$ cat config.mk
export PLATFORM = sky130hd
export DESIGN_NAME = hazard_sequencer
export DESIGN_NICKNAME = d
export VERILOG_FILES = /design/src/rtl/cpu_types_pkg.sv /design/src/rtl/sat_counter.sv /design/src/rtl/hazard_sequencer.sv
export SDC_FILE = /design/constraint.sdc
export NUM_CORES = 1
export LEC_CHECK = 0
export BUFFER_PORTS_ARGS = -buffer_cell sky130_fd_sc_hd__buf_2
export CAP_MARGIN = 20
export CORE_MARGIN = 4
export CORE_UTILIZATION = 55
export DETAILED_ROUTE_END_ITERATION = 6
export PLACE_DENSITY = 0.88
export SLEW_MARGIN = 10
export SYNTH_ARGS = -nofsm -noshare
export SYNTH_HDL_FRONTEND = slang
export SYNTH_HIERARCHICAL = 1
export SYNTH_SLANG_ARGS = --single-unit
export TNS_END_PERCENT = 1
$ cat constraint.sdc
create_clock -name CLK -period 4.5 [get_ports CLK]
set_input_delay 0.675 -clock CLK [delete_from_list [all_inputs] [get_ports CLK]]
set_output_delay 0.675 -clock CLK [all_outputs]
set_load 0.02 [all_outputs]
$ cat src/rtl/cpu_types_pkg.sv
// rtl/cpu_types_pkg.sv - shared types for the pipeline hazard sequencer
package cpu_types_pkg;

    typedef enum logic [1:0] {HZ_RUN, HZ_MEMWAIT, HZ_HALT} hzd_state_t;

    typedef logic [4:0] regbits_t;

    localparam regbits_t REG_ZERO = 5'd0;

    // A load in EX feeds an operand read in ID; $zero never creates a dependency.
    function automatic logic load_use_hit(
        input logic     ex_load,
        input regbits_t ex_rt,
        input regbits_t id_rs,
        input regbits_t id_rt,
        input logic     id_uses_rt
    );
        return ex_load && (ex_rt != REG_ZERO) &&
               ((ex_rt == id_rs) || (id_uses_rt && (ex_rt == id_rt)));
    endfunction

endpackage

$ cat src/rtl/sat_counter.sv
// rtl/sat_counter.sv - up counter with synchronous clear that sticks at all-ones
module sat_counter #(
    parameter int CNT_W = 32
) (
    input  logic             clk,
    input  logic             clr,
    input  logic             inc,
    output logic [CNT_W-1:0] q
);

    localparam logic [CNT_W-1:0] ONE = 1;

    always_ff @(posedge clk) begin
        if (clr) begin
            q <= '0;
        end else if (inc && (q != '1)) begin
            q <= q + ONE;
        end
    end

endmodule

$ cat src/rtl/hazard_sequencer.sv
// rtl/hazard_sequencer.sv - enable/flush sequencing for the 5-stage pipeline latches
module hazard_sequencer
    import cpu_types_pkg::*;
#(
    parameter int CNT_W = 32
) (
    input  logic             CLK,
    input  logic             RST,
    input  logic             ihit,
    input  logic             dhit,
    input  logic             mem_req,
    input  logic             ex_load,
    input  regbits_t         ex_rt,
    input  regbits_t         id_rs,
    input  regbits_t         id_rt,
    input  logic             id_uses_rt,
    input  logic             ex_brtaken,
    input  logic             mem_halt,
    output logic             pc_en,
    output logic             ifid_en,
    output logic             ifid_flush,
    output logic             idex_en,
    output logic             idex_flush,
    output logic             exmem_en,
    output logic             memwb_en,
    output logic             halted,
    output logic [CNT_W-1:0] stall_cnt
);

    hzd_state_t state, state_nxt;
    logic       evaluate;
    logic       load_use;

    assign load_use = load_use_hit(ex_load, ex_rt, id_rs, id_rt, id_uses_rt);

    always_comb begin
        pc_en      = 1'b0;
        ifid_en    = 1'b0;
        ifid_flush = 1'b0;
        idex_en    = 1'b0;
        idex_flush = 1'b0;
        exmem_en   = 1'b0;
        memwb_en   = 1'b0;
        halted     = 1'b0;
        state_nxt  = state;
        // A completed data access in MEMWAIT resolves the normal rules in the same cycle.
        evaluate   = ((state == HZ_RUN) && !(mem_req && !dhit)) ||
                     ((state == HZ_MEMWAIT) && dhit);

        if (evaluate) begin
            state_nxt = HZ_RUN;
            if (mem_halt) begin
                state_nxt = HZ_HALT;
            end else if (ex_brtaken) begin
                pc_en      = 1'b1;
                ifid_flush = 1'b1;
                idex_flush = 1'b1;
                exmem_en   = 1'b1;
                memwb_en   = 1'b1;
            end else if (load_use) begin
                idex_flush = 1'b1;
                exmem_en   = 1'b1;
                memwb_en   = 1'b1;
            end else if (!ihit) begin
                ifid_flush = 1'b1;
                idex_en    = 1'b1;
                exmem_en   = 1'b1;
                memwb_en   = 1'b1;
            end else begin
                pc_en    = 1'b1;
                ifid_en  = 1'b1;
                idex_en  = 1'b1;
                exmem_en = 1'b1;
                memwb_en = 1'b1;
            end
        end else begin
            case (state)
                HZ_RUN:     state_nxt = HZ_MEMWAIT;
                HZ_MEMWAIT: state_nxt = HZ_MEMWAIT;
                HZ_HALT: begin
                    state_nxt = HZ_HALT;
                    halted    = 1'b1;
                end
                default:    state_nxt = HZ_RUN;
            endcase
        end

        if (RST) begin
            pc_en      = 1'b0;
            ifid_en    = 1'b0;
            ifid_flush = 1'b1;
            idex_en    = 1'b0;
            idex_flush = 1'b1;
            exmem_en   = 1'b0;
            memwb_en   = 1'b0;
            halted     = 1'b0;
            state_nxt  = HZ_RUN;
        end
    end

    always_ff @(posedge CLK) begin
        state <= state_nxt;
    end

    sat_counter #(.CNT_W(CNT_W)) u_stall_cnt (
        .clk (CLK),
        .clr (RST),
        .inc (!RST && (state != HZ_HALT) && !pc_en),
        .q   (stall_cnt)
    );

endmodule

## Yosys cells after proc, flatten, opt, wreduce, memory -nomap -nowiden

Cells that the tools add are included.

| storage, ports and cells | value |
|---|---|
| output and inout bits | 40 |
| register bits after elaboration | 34 |

| cells by class | value |
|---|---|
| reduce and logical (&&, ||, !) cells | 18 |
| $add $sub $neg | 1 |
| mux-type cells | 35 |
| eq/ne operators | 6 |

Operators with widths:

| kind | count |
|---|---|
| adder 32 x 1 -> 32 bit (second input constant) | 1 |
| two-way mux 1 bit | 32 |
| != test 32 bit (second input constant) | 1 |
| == test 5 bit | 2 |
| logical AND 1 bit | 9 |
| nonzero test 5 bit | 1 |
| zero test 1 bit | 4 |
| two-way mux 2 bit | 2 |
| one-hot mux 2 bit (2 select lines) | 1 |
| == test 2 x 1 -> 1 bit (second input constant) | 1 |
| == test 2 bit (second input constant) | 1 |
| zero test 2 bit | 1 |
| logical OR 1 bit | 2 |
| != test 2 bit (second input constant) | 1 |
| OR reduction 2 bit | 1 |

## Longest topological paths before layout

Gate-level depths: netlist of the first run.

| depth | value |
|---|---|
| word-level depth | 12 |
| gate-level depth with buffers | 9 |

## By module

Netlist of the first run, hierarchy kept.

By module, submodules not included:

| module | area an instance (um2) | cells an instance | times used |
|---|---|---|---|
| sat_counter | 1674.1 | 199 | 1 |
| hazard_sequencer | 370.4 | 49 | 1 |

## Worst setup path before layout of the first run

No wires, ideal clock.

| timing | value |
|---|---|
| kind | in2reg |
| from | in ex_rt[4] |
| to | reg u_stall_cnt.q[31] |
| data arrival time | 2.960 ns |
| setup time | 0.121 ns |
| data required time | 4.379 ns |
| cell stages on the path | 9 |
| slack | 1.419 ns |
| cell sequence | xnor2_1 nand3_1 o22ai_1 a21o_1 nand4_1 nor4_2 nand4_1 nor4_1 mux2_2 |

| on the way | value |
|---|---|
| longest elaborated chain between the ends | 12 |

RTL lines:

| what | RTL line | source |
|---|---|---|
| start, declared | hazard_sequencer.sv:13 | `input regbits_t ex_rt,` |
| == test 5 bit | cpu_types_pkg.sv:19 | `((ex_rt == id_rs) \|\| (id_uses_rt && (ex_rt == id_rt)));` |
| logical AND 1 bit | cpu_types_pkg.sv:19 |  |
| logical OR 1 bit | cpu_types_pkg.sv:19 |  |
| logical AND 1 bit (*) | cpu_types_pkg.sv:18 | `return ex_load && (ex_rt != REG_ZERO) &&` |
| two-way mux 1 bit (*) | hazard_sequencer.sv:60 | `end else if (load_use) begin` |
| two-way mux 1 bit (*) | hazard_sequencer.sv:54 | `end else if (ex_brtaken) begin` |
| two-way mux 1 bit (*) | hazard_sequencer.sv:52 | `if (mem_halt) begin` |
| two-way mux 1 bit (*) | hazard_sequencer.sv:50 | `if (evaluate) begin` |
| two-way mux 1 bit (*) | hazard_sequencer.sv:88 | `if (RST) begin` |
| zero test 1 bit (*) | hazard_sequencer.sv:108 | `.inc (!RST && (state != HZ_HALT) && !pc_en),` |
| logical AND 1 bit (*) | hazard_sequencer.sv:108 |  |
| logical AND 1 bit (*) | sat_counter.sv:16 | `end else if (inc && (q != '1)) begin` |
| end signal, assigned | sat_counter.sv:17 | `q <= q + ONE;` |
| end, declared | sat_counter.sv:8 | `output logic [CNT_W-1:0] q` |

Every way passes the cells marked *; elsewhere a longest branch is shown, timed or not.
A chain may end at the register's enable or synchronous reset.

## Final worst setup path of the first run

| timing | value |
|---|---|
| from | in ex_rt[3] |
| to | reg u_stall_cnt.q[31] |

The elaborated chain is that of the path after synthesis.

==> qor.json, run 1 <==
{
  "sta": {
    "rsz0062_at_grt": "false",
    "worst_slew_margin_rel": 0.4262,
    "hold_viol": 0,
    "max_freq_ghz": 0.2909,
    "setup_viol_count_final": 0,
    "finalWorstPathRequiredPeriod_ns": 3.438,
    "timing.final.max_slew_violations": 0,
    "clock-skew-final_ns": 0.003164,
    "setup-tns-final_ns": 0,
    "worst_pin_slew_ns": 0.8536,
    "final_min_period_over_clock_period": 0.7640
  },
  "critical_path": {
    "rr_worst_depth": 9,
    "worst_path_largest_cell_delay_ns": 0.58,
    "cp-end-kind": "register",
    "worst_path_most_repeated_cell": "nand4_1",
    "worst_setup_path_start_kind": "primary input",
    "critical_path.n_buffers_inverters": 1,
    "required_time_of_the_worst_setup_path_ns": 4.68,
    "critical_path.reg2reg.endpoint": "u_stall_cnt/q[31]",
    "timing.critical_path.slowest_stage_cell": "nor4_2",
    "cp.arrival_ns": 3.62,
    "critical_path.reg2reg.startpoint": "state[0]",
    "timing.critical_path.max_delay_family": "simple AND/OR/NAND/NOR gates",
    "r2r_slack_ns": 1.59,
    "crit_path_cell_trace": "buf_2 -> xnor2_1 -> nand4_1 -> o22ai_1 -> a21o_1 -> nand4_1 -> nor4_2 -> nand4_1 -> nor4_1 -> mux2_2",
    "worst-path-max-fanout": 10,
    "setup.worst_path.class": "in -> reg"
  },
  "grt": {
    "grt_max_degree": 47,
    "grt_use_total": 0.2383,
    "grt_antenna_before_repair": 0,
    "first_global_vias": 1911,
    "gr-total-overflow": 0,
    "first_pass_grt_wire_length_um": 8507
  },
  "synth": {
    "cell_type_with_the_highest_aggregate_area_in_the_netlist": "dfxtp_1",
    "syn_avg_cell_area_um2": 8.244,
    "number_of_storage_elements_in_the_synthesis_netlist": 34,
    "syn-instance-count": 248,
    "asyncSetResetFlopFracSynth": 0,
    "synthMostInstantiatedCell": "dfxtp_1",
    "yosys_warnings": 6,
    "mappedNetlistNets": 273,
    "seq_area_frac_synth": 0.3329,
    "most_numerous_cell_types_in_the_synthesized_netlist": "dfxtp_1 (34), a21oi_1 (26), nor2_1 (17), xnor2_1 (16)",
    "ys_types": 50,
    "cell_area_after_technology_mapping_um2": 2044,
    "synth_area_leaders": "dfxtp_1 (33%), xnor2_1 (6.9%), a21oi_1 (6.4%), o31ai_1 (4.4%), or4_1 (4.4%)",
    "synth_ff_type": "dfxtp_1",
    "yosys.area.top_type_share": 0.3329,
    "synth-edff-count": 0
  },
  "placed_design": {
    "place.detailed.hpwl_um": 3678,
    "dp_cells": 345,
    "io_buffer_count": 63,
    "finalWeightedCongestion": 0.8311
  },
  "cts": {
    "cts.clk_slew.worst_paths_ns": 0.06,
    "cts_tree": "yes",
    "clockRootBuffer": "clkbuf_8",
    "cts_hold_repair.buffers": 0,
    "cts_resized": 0,
    "cts_made_buffers": 5,
    "cts_setup_buffers": 0,
    "clkSinkCount": 34,
    "clockBufferDepth": 2,
    "clkLatencyLatePin_ns": 0.29,
    "cts_htree_levels": 2
  },
  "pwr": {
    "power.leakage_nw": 0.9054,
    "netSwitchingPower_w": 0.0001490,
    "power.share.switching": 0.2476,
    "power.ir.vdd_worst_uv": 180.2,
    "comb_power_share": 0.118,
    "pwr_density_cell_nw_per_um2": 244.9,
    "sequentialPowerShare": 0.513,
    "p_clk_frac": 0.368,
    "internal_power_of_the_cells_w": 0.0004528,
    "totalPowerFinal_w": 0.0006018
  },
  "die": {
    "die-height_um": 68.97,
    "die-area_um2": 4757,
    "initial_core_util": 0.5895,
    "core_region_area_um2": 3468,
    "row_count": 21,
    "floorplan.io_pins": 64,
    "die_w_um": 68.97
  },
  "routing": {
    "wl_um": 5083,
    "drc_violation_total_after_the_first_tritonroute_iteration": 185,
    "drcViolationCount": 0,
    "detailroute.via_count": 2132,
    "vias_per_cell": 6.074,
    "final_antenna_net_count": 0,
    "avgRoutedWirePerCell_um": 14.48,
    "dr.pass1.iters": 4
  },
  "final_layout": {
    "finalNonFillerCells": 351,
    "post-route-util": 0.7085,
    "nNetsFinal": 331,
    "final_layout_size_suffix_gt1_frac": 0.2787,
    "syn_to_final_growth_pct": 20.20,
    "fillCellCount": 287,
    "num_antenna_cells": 0
  },
  "hold_path": {
    "hold_path_end": "u_stall_cnt/q[23]",
    "holdCritStartpoint": "u_stall_cnt/q[23]",
    "whs_path_depth": 2,
    "hold_path.class": "reg -> reg"
  },
  "outcome": {
    "outcome": "completed"
  },
  "run": {
    "maxCapViolations": 0
  }
}
-- worst reg2reg max path: stages, from the launching register on --
cell      delay (ns)
dfxtp_1         0.33
o21ba_2         0.18
nor3_1          0.08
a221oi_1        0.26
a21o_1          0.21
nand4_1         0.35
nor4_2          0.58
nand4_1         0.17
nor4_1          0.28
mux2_2          0.37
-- per-layer routing --
| metal | part of all wire | vias up | global-route usage |
|---|---|---|---|
| met1 | 0.44 | 970 | 0.2832 |
| met2 | 0.47 | 90 | 0.3988 |
| met3 | 0.081 | 9 | 0.07131 |
| met4 | 0.014 | 0 | 0.09732 |
| met5 | 0 | - | 0 |
| li1 | - | 1063 | - |
-- worst max path at each step --
stage              from                 to  cells after the start
3_5_place_dp   ex_rt[3]  u_stall_cnt/q[31]                     10
4_1_cts        ex_rt[3]  u_stall_cnt/q[31]                     10
3_3_place_gp   ex_rt[2]  u_stall_cnt/q[31]                     10
6_report       ex_rt[3]  u_stall_cnt/q[31]                     10
2_1_floorplan  ex_rt[4]  u_stall_cnt/q[31]                      9
5_1_grt        ex_rt[3]  u_stall_cnt/q[31]                     10
-- final cells by class --
cell class,instances,area [µm²],area share
Multi-Input combinational cell,198,1303,0.5300
Sequential cell,34,680.7,0.2770
Timing Repair Buffer,64,322.8,0.1314
Clock buffer,6,82.58,0.03360
Tap cell,46,57.56,0.02342
Inverter,3,11.26,0.004582
-- sequential cells by signal (all words and copies together) (netlist names) --
signal / count
state: 2
u_stall_cnt/q: 32
-- layout by cell type (no fill, tap or decap), types with 2 or more instances in the layout --
cell type	count
and3_1	3
a2111oi_2	2
or4_1	12
a2111oi_0	2
and4_1	4
nor3_1	4
xnor2_1	16
nand3_1	14
nand2b_1	2
nor4_2	2
a21oi_1	26
clkbuf_8	6
or2_2	2
nor2_1	17
inv_1	3
buf_2	63
nand2_1	14
nor3b_1	3
dfxtp_1	34
o31ai_1	12
or3_1	11
nand4_1	11
o21ai_0	9
a21o_1	2
nor2b_1	3
nor4_1	4
-- metrics by stage --
step | hold slack (ns) | setup slack, ns | instance area [µm²]
floorplan | 0.5040 | 1.419 | 2044
global placement | 0.4819 | 0.9684 | 2375
detailed placement | 0.4969 | 0.8331 | 2375
CTS | 0.5094 | 1.143 | 2457
global route | 0.5468 | 0.8580 | 2457
finish | 0.5055 | 1.062 | 2457
-- power groups by stage --
| stage | clock, W | combinational, W | sequential, W |
|---|---|---|---|
| 2_1_floorplan | 0 | 0.0000438 | 0.000317 |
| 3_3_place_gp | 0 | 0.0000694 | 0.000316 |
| 3_5_place_dp | 0 | 0.0000711 | 0.000316 |
| 4_1_cts | 0.000226 | 0.0000713 | 0.000309 |
| 5_1_grt | 0.000237 | 0.0000779 | 0.000310 |
| 6_report | 0.000222 | 0.0000711 | 0.000309 |
-- cell families (layout without fill, tap and decap cells) --
logic type	Yosys count	count (layout)	share of synthesized area
AND/OR/NAND/NOR	114	114	0.3293
XOR/XNOR	17	17	0.07283
multiplexers	3	3	0.01591
AO/OA/AOI/OAI	63	63	0.2099
buffers and inverters	16	73	0.03305
flip-flops	34	34	0.3329
adder cells (fa/ha/maj)	1	1	0.006119
No activity file was read; power rests on OpenSTA's default activity.
==> run 2, diff against run 1 <==
--- a/config.mk
+++ b/config.mk
@@ -5,12 +5,13 @@
 export SDC_FILE = /design/constraint.sdc
 export NUM_CORES = 1
 export LEC_CHECK = 0
+export ABC_AREA = 1
 export BUFFER_PORTS_ARGS = -buffer_cell sky130_fd_sc_hd__buf_2
 export CAP_MARGIN = 20
 export CORE_MARGIN = 4
-export CORE_UTILIZATION = 55
+export CORE_UTILIZATION = 53
 export DETAILED_ROUTE_END_ITERATION = 6
-export PLACE_DENSITY = 0.88
+export PLACE_DENSITY = 0.83
 export SLEW_MARGIN = 10
 export SYNTH_ARGS = -nofsm -noshare
 export SYNTH_HDL_FRONTEND = slang
==> constraint.sdc (replaced) <==
create_clock -name CLK -period 3.6 [get_ports CLK]
set_input_delay 0.54 -clock CLK [delete_from_list [all_inputs] [get_ports CLK]]
set_output_delay 0.54 -clock CLK [all_outputs]
set_load 0.02 [all_outputs]
==> run 2 against run 1 <==
  * Count of clock-buffer cells in the layout fell by 1
  * Non-clock buffer count did not move
  * Clock skew rose by 0.011 ns
  * Final cell count rose by 49%
  * Critical path depth rose by 11
  * Synthesized cell count rose by 65%
  * Sequential share of layout area fell by 3.9 points
  * Power rose by 25%
  * Worst setup slack improved by 0.22 ns
  * Critical path type unchanged
  * Critical endpoint is now u_stall_cnt/q[25]
==> qor.json, run 2 <==
{
  "die": {
    "floorplan.io_pins": 64,
    "die-height_um": 76.27,
    "row_count": 24,
    "initial_core_util": 0.5557,
    "die_w_um": 76.27,
    "die-area_um2": 5816,
    "core_region_area_um2": 4444
  },
  "pwr": {
    "netSwitchingPower_w": 0.0002064,
    "comb_power_share": 0.133,
    "sequentialPowerShare": 0.511,
    "power.ir.vdd_worst_uv": 149.2,
    "p_clk_frac": 0.356,
    "power.leakage_nw": 1.505,
    "power.share.switching": 0.2738,
    "pwr_density_cell_nw_per_um2": 263.6,
    "internal_power_of_the_cells_w": 0.0005474
  },
  "critical_path": {
    "worst_setup_path_start_kind": "primary input",
    "required_time_of_the_worst_setup_path_ns": 3.78,
    "worst-path-max-fanout": 14,
    "worst_path_most_repeated_cell": "nand2_1",
    "r2r_slack_ns": 1.49,
    "rr_worst_depth": 18,
    "worst_path_largest_cell_delay_ns": 0.20,
    "cp-end-kind": "register",
    "critical_path.n_buffers_inverters": 5,
    "critical_path.reg2reg.startpoint": "state[0]",
    "cp.arrival_ns": 2.50,
    "timing.critical_path.slowest_stage_cell": "buf_4",
    "crit_path_cell_trace": "buf_2 -> inv_2 -> nand2_1 -> nand2_1 -> nor2_1 -> nand3_1 -> nand2_1 -> nand2_2 -> nand2_2 -> nand2_2 -> a21oi_2 -> buf_4 -> inv_2 -> nor2_1 -> nand2_1 -> inv_2 -> nand2_1 -> nor2_1 -> nand3_1 -> nand2_1 -> nor2_1",
    "timing.critical_path.max_delay_family": "simple AND/OR/NAND/NOR gates",
    "critical_path.reg2reg.endpoint": "u_stall_cnt/q[25]",
    "setup.worst_path.class": "in -> reg"
  },
  "cts": {
    "clockBufferDepth": 2,
    "clkLatencyLatePin_ns": 0.29,
    "cts_resized": 0,
    "cts_tree": "yes",
    "clockRootBuffer": "clkbuf_8",
    "cts_setup_buffers": 0,
    "cts_htree_levels": 2,
    "cts_hold_repair.buffers": 0,
    "cts.clk_slew.worst_paths_ns": 0.07,
    "clkSinkCount": 34,
    "cts_made_buffers": 5
  },
  "synth": {
    "synth_compound_gate_area_share": 0.06890,
    "synth.mux.area_fraction": 0,
    "post_synth_simple_gate_area": 0.5334,
    "yosys.area.top_type_share": 0.2756,
    "syn-instance-count": 409,
    "syn_avg_cell_area_um2": 6.039,
    "cell_area_after_technology_mapping_um2": 2470,
    "synth-edff-count": 0,
    "synth_area_leaders": "dfxtp_1 (28%), nand2_1 (18%), nor2_1 (12%), inv_1 (6.7%), nand3_1 (5.5%)",
    "cell_type_with_the_highest_aggregate_area_in_the_netlist": "dfxtp_1",
    "number_of_storage_elements_in_the_synthesis_netlist": 34,
    "synth_adder_area_share": 0.005066,
    "synth_ff_type": "dfxtp_1",
    "most_numerous_cell_types_in_the_synthesized_netlist": "nand2_1 (118), nor2_1 (79), inv_1 (44), dfxtp_1 (34), nand3_1 (27)",
    "ys_types": 30,
    "mappedNetlistNets": 434,
    "share_of_the_synthesized_netlist_area_taken_by_xor_and_xnor_gates": 0.003546,
    "asyncSetResetFlopFracSynth": 0,
    "dominant_combinational_cell_family_by_area_after_synthesis": "simple AND/OR/NAND/NOR gates",
    "synthMostInstantiatedCell": "nand2_1",
    "yosys_warnings": 6,
    "seq_area_frac_synth": 0.2756
  },
  "routing": {
    "drcViolationCount": 0,
    "drc_violation_total_after_the_first_tritonroute_iteration": 265,
    "detailroute.via_count": 2735,
    "avgRoutedWirePerCell_um": 11.78,
    "vias_per_cell": 5.229,
    "dr.pass1.iters": 5,
    "wl_um": 6160,
    "final_antenna_net_count": 0
  },
  "grt": {
    "grt_max_degree": 42,
    "grt_antenna_before_repair": 0,
    "first_global_vias": 2339,
    "grt_use_total": 0.2089,
    "first_pass_grt_wire_length_um": 10180,
    "gr-total-overflow": 0
  },
  "sta": {
    "rsz0062_at_grt": "false",
    "max_freq_ghz": 0.4315,
    "setup-tns-final_ns": 0,
    "post-route-worst-setup-slack_ns": 1.282,
    "setup_viol_count_final": 0,
    "final_min_period_over_clock_period": 0.6438,
    "clock-skew-final_ns": 0.01464,
    "worst_slew_margin_rel": 0.6149,
    "hold_slack_ns": 0.4728,
    "hold_viol": 0,
    "timing.final.max_slew_violations": 0,
    "finalWorstPathRequiredPeriod_ns": 2.318,
    "worst_pin_slew_ns": 0.5755
  },
  "final_layout": {
    "post-route-util": 0.6433,
    "fillCellCount": 430,
    "num_antenna_cells": 0,
    "nNetsFinal": 496,
    "syn_to_final_growth_pct": 15.75,
    "largest_register_ff_count": 32,
    "final_layout_size_suffix_gt1_frac": 0.2548,
    "largest_registers": "u_stall_cnt/q: 32 flops, state: 2 flops",
    "most-common-layout-cells": "nand2_1 (118), nor2_1 (79), buf_2 (63)",
    "commonest_non_fill_non_tap_cell_in_the_layout": "nand2_1",
    "regMostFlops": "u_stall_cnt/q"
  },
  "hold_path": {
    "whs_path_depth": 1,
    "holdCritStartpoint": "state[1]",
    "hold_path.class": "reg -> reg",
    "hold_path_end": "state[0]"
  },
  "placed_design": {
    "io_buffer_count": 63,
    "placement.setup.worst_slack_ns": 0.9890,
    "finalWeightedCongestion": 0.9351,
    "place.detailed.hpwl_um": 4721
  },
  "run": {
    "maxCapViolations": 0
  },
  "outcome": {
    "outcome": "completed"
  }
}
-- run 2: worst max-delay path by stage --
stage,start,end,slack (ns),cells past startpoint
2_1_floorplan,ex_rt[1],u_stall_cnt/q[25],1.44,19
5_1_grt,ex_rt[3],u_stall_cnt/q[17],1.0,21
6_report,ex_rt[3],u_stall_cnt/q[25],1.28,21
3_3_place_gp,ex_rt[4],u_stall_cnt/q[25],1.08,21
3_5_place_dp,ex_rt[3],u_stall_cnt/q[25],0.99,21
4_1_cts,ex_rt[3],u_stall_cnt/q[25],1.30,21
-- run 2: layer usage --
layer,up-vias,part of all wire,track usage
met2,103,0.48,0.3647
li1,1403,-,-
met1,1225,0.43,0.2602
met3,4,0.081,0.03664
met5,-,0,0
met4,0,0.0041,0.06522
-- run 2: final cells by class --
type / count / area (µm²) / area share
clock buffer: 5 / 68.82 / 0.02407
tap: 52 / 65.06 / 0.02276
sequential: 34 / 680.7 / 0.2381
timing repair buffer: 64 / 322.8 / 0.1129
multi-input combinational: 312 / 1509 / 0.5278
clock inverter: 2 / 10.01 / 0.003501
inverter: 54 / 202.7 / 0.07090
-- run 2: stage by stage --
| step | cell area (µm²) | power [W] | std cells |
|---|---|---|---|
| floorplan | 2470 | 0.0004605 | 409 |
| global placement | 2780 | 0.0004922 | 516 |
| detailed placement | 2780 | 0.0004942 | 516 |
| CTS | 2859 | 0.0007605 | 523 |
| global route | 2859 | 0.0007878 | 523 |
| finish | 2859 | 0.0007537 | 523 |
-- run 2: cell families after synthesis --
family / count (synthesis)
xor+xnor: 1
simple gates: 280
compound gates: 30
buf+inv: 63
fa+ha+maj: 1
flops: 34
-- run 2: power by group through the flow --
stage	Clock, W	Combinational, W	Sequential, W
after floorplan	0	0.0000651	0.000395
after global routing	0.000290	0.000112	0.000386
after detailed placement	0	0.000101	0.000393
after CTS	0.000275	0.000101	0.000385
after global placement	0	0.0000989	0.000393
final	0.000269	0.000100	0.000385
-- run 2: worst register-to-register path, stage by stage (launching register included) --
cell and delay (ns):
dfxtp_1 0.33, nor2_1 0.05, nor2_1 0.11, nor2_2 0.06, inv_2 0.06, nor2_2 0.04
inv_2 0.07, nor2_4 0.04, a21oi_2 0.13, buf_4 0.20, inv_2 0.10, nor2_1 0.18
nand2_1 0.11, inv_2 0.09, nand2_1 0.10, nor2_1 0.15, nand3_1 0.09, nand2_1 0.07
nor2_1 0.04
==> run 3, diff against run 2 <==
==> constraint.sdc (replaced) <==
create_clock -name CLK -period 2.45 [get_ports CLK]
set_input_delay 0.3675 -clock CLK [delete_from_list [all_inputs] [get_ports CLK]]
set_output_delay 0.3675 -clock CLK [all_outputs]
set_load 0.02 [all_outputs]
==> run 3 against run 2 <==
  * Sequential share of layout area fell by 0.49 points
  * Final area is 2.1% higher
  * Sequential cell count unchanged
  * Hold slack worse by 0.076 ns
  * Global-route usage increased by 0.83 points
  * Wire length is 0.89% lower
  * Clock skew decreased by 0.0073 ns
  * Sequential power is 47% higher
  * Non-clock buffer count is 4 higher
  * Final cell count rose by 0.96%
  * Critical path type is now reg -> reg
  * Critical endpoint is now u_stall_cnt/q[12]
==> qor.json, run 3 (same netlist as run 2, synthesis figures left out) <==
{
  "outcome": {
    "outcome": "completed"
  },
  "sta": {
    "setup-tns-final_ns": 0,
    "clock-skew-final_ns": 0.007380,
    "hold_viol": 0,
    "timing.final.max_slew_violations": 0,
    "rsz0062_at_grt": "false",
    "max_freq_ghz": 0.5112,
    "worst_pin_slew_ns": 0.5047,
    "worst_slew_margin_rel": 0.6630,
    "setup_viol_count_final": 0,
    "finalWorstPathRequiredPeriod_ns": 1.956,
    "final_min_period_over_clock_period": 0.7984,
    "post-route-worst-setup-slack_ns": 0.4940
  },
  "final_layout": {
    "regMostFlops": "u_stall_cnt/q",
    "nNetsFinal": 500,
    "largest_register_ff_count": 32,
    "most-common-layout-cells": "nand2_1 (118), nor2_1 (79), buf_2 (63)",
    "largest_registers": "u_stall_cnt/q: 32 flops, state: 2 flops",
    "fillCellCount": 411,
    "commonest_non_fill_non_tap_cell_in_the_layout": "nand2_1",
    "syn_to_final_growth_pct": 18.19,
    "finalNonFillerCells": 528,
    "final_layout_size_suffix_gt1_frac": 0.2626,
    "num_antenna_cells": 0
  },
  "die": {
    "die_w_um": 76.27,
    "die-area_um2": 5816,
    "die-height_um": 76.27,
    "row_count": 24,
    "core_region_area_um2": 4444,
    "floorplan.io_pins": 64,
    "initial_core_util": 0.5557
  },
  "critical_path": {
    "rr_worst_depth": 9,
    "cp-end-kind": "register",
    "r2r_slack_ns": 0.49,
    "setup.worst_path.class": "reg -> reg",
    "required_time_of_the_worst_setup_path_ns": 2.67,
    "worst_setup_path_start_kind": "register",
    "critical_path.reg2reg.endpoint": "u_stall_cnt/q[12]",
    "worst-path-max-fanout": 41,
    "cp.arrival_ns": 2.18,
    "critical_path.reg2reg.startpoint": "u_stall_cnt/q[0]"
  },
  "cts": {
    "cts_setup_buffers": 0,
    "cts_htree_levels": 2,
    "clkSinkCount": 34,
    "cts.clk_slew.worst_paths_ns": 0.07,
    "clockBufferDepth": 2,
    "cts_hold_repair.buffers": 0,
    "cts_resized": 0,
    "clkLatencyLatePin_ns": 0.29,
    "clockRootBuffer": "clkbuf_8",
    "cts_made_buffers": 5,
    "cts_tree": "yes"
  },
  "grt": {
    "use_met3": 0.05792,
    "grt_use_total": 0.2172,
    "first_pass_grt_wire_length_um": 10640,
    "grt.met2_usage": 0.3858,
    "grt_util_met1": 0.2547,
    "globalRoute.busiestLayer": "met2",
    "grt_max_degree": 42,
    "gr-total-overflow": 0,
    "first_global_vias": 2557,
    "grt_antenna_before_repair": 0
  },
  "routing": {
    "detailroute.via_count": 2744,
    "drc_violation_total_after_the_first_tritonroute_iteration": 191,
    "wl_um": 6105,
    "avgRoutedWirePerCell_um": 11.56,
    "vias_per_cell": 5.197,
    "final_antenna_net_count": 0,
    "drcViolationCount": 0,
    "dr.pass1.iters": 5
  },
  "pwr": {
    "pwr_density_cell_nw_per_um2": 422.2,
    "comb_power_share": 0.125,
    "power.share.switching": 0.2573,
    "netSwitchingPower_w": 0.0003171,
    "p_clk_frac": 0.416,
    "sequentialPowerShare": 0.459,
    "power.leakage_nw": 1.540,
    "power.ir.vdd_worst_uv": 353.2,
    "internal_power_of_the_cells_w": 0.0009152
  },
  "hold_path": {
    "whs_path_depth": 2,
    "hold_path_end": "u_stall_cnt/q[0]",
    "hold_path.class": "in -> reg",
    "holdCritStartpoint": "RST"
  },
  "placed_design": {
    "finalWeightedCongestion": 0.8686,
    "placement.setup.worst_slack_ns": 0.2507,
    "place.detailed.hpwl_um": 4754,
    "dp_cells": 520,
    "io_buffer_count": 63
  },
  "run": {
    "maxCapViolations": 0
  }
}
==> run 3: cell count changes in the layout (fill, tap and decap cells not counted) <==
cell / change
buf_4: +4
bufinv_16: +1
==> run 3: final cells by class <==
cell class,count,area [µm²],area share
multi-input combinational,312,1509,0.5169
sequential,34,680.7,0.2332
timing repair buffer,68,352.8,0.1209
inverter,54,202.7,0.06944
clock buffer,5,68.82,0.02357
tap,52,65.06,0.02229
clock inverter,3,40.04,0.01372
==> run 3: critical path, stage by stage, from the launching register on <==
cell and delay (ns):
dfxtp_1 0.40, ha_1 0.24, inv_1 0.09, nor2_4 0.17, nand2_4 0.10, nor2_8 0.16, nand2_4 0.27, nand2_1 0.24
nand2_1 0.07, a21oi_1 0.14
==> run 3: power by group through the flow <==
| stage | clock network [W] | logic, W | registers [W] |
|---|---|---|---|
| CTS | 0.000526 | 0.000154 | 0.000566 |
| floorplan | 0 | 0.0000957 | 0.000581 |
| global placement | 0 | 0.000150 | 0.000578 |
| detailed placement | 0 | 0.000153 | 0.000578 |
| finish | 0.000513 | 0.000154 | 0.000566 |
| global route | 0.000555 | 0.000171 | 0.000566 |
==> run 3: how the worst max path moves through the flow <==
stage	startpoint	to	slack [ns]	cells past startpoint
after floorplan	ex_rt[1]	u_stall_cnt/q[25]	0.46	19
after CTS	state[0]	pc_en	0.51	9
after global placement	ex_rt[1]	u_stall_cnt/q[31]	0.28	18
final	u_stall_cnt/q[0]	u_stall_cnt/q[12]	0.49	9
after global routing	ex_rt[4]	u_stall_cnt/q[31]	0.30	18
after detailed placement	ex_rt[1]	u_stall_cnt/q[31]	0.25	18
==> run 3: routing by layer <==
metal,vias to the layer above,part of all wire
met2,84,0.48
met4,0,0.012
met3,7,0.068
met5,-,0
met1,1237,0.44
li1,1416,-
==> run 3: through the flow <==
stage,total power (W),util,hold WS [ns],instance area [µm²]
CTS,0.001245,0.6568,0.3894,2919
floorplan,0.0006767,-,0.4366,2470
global placement,0.0007278,0.6323,0.4534,2810
detailed placement,0.0007317,0.6323,0.4871,2810
finish,0.001232,0.6568,0.3964,2919
global route,0.001292,0.6568,0.3921,2919
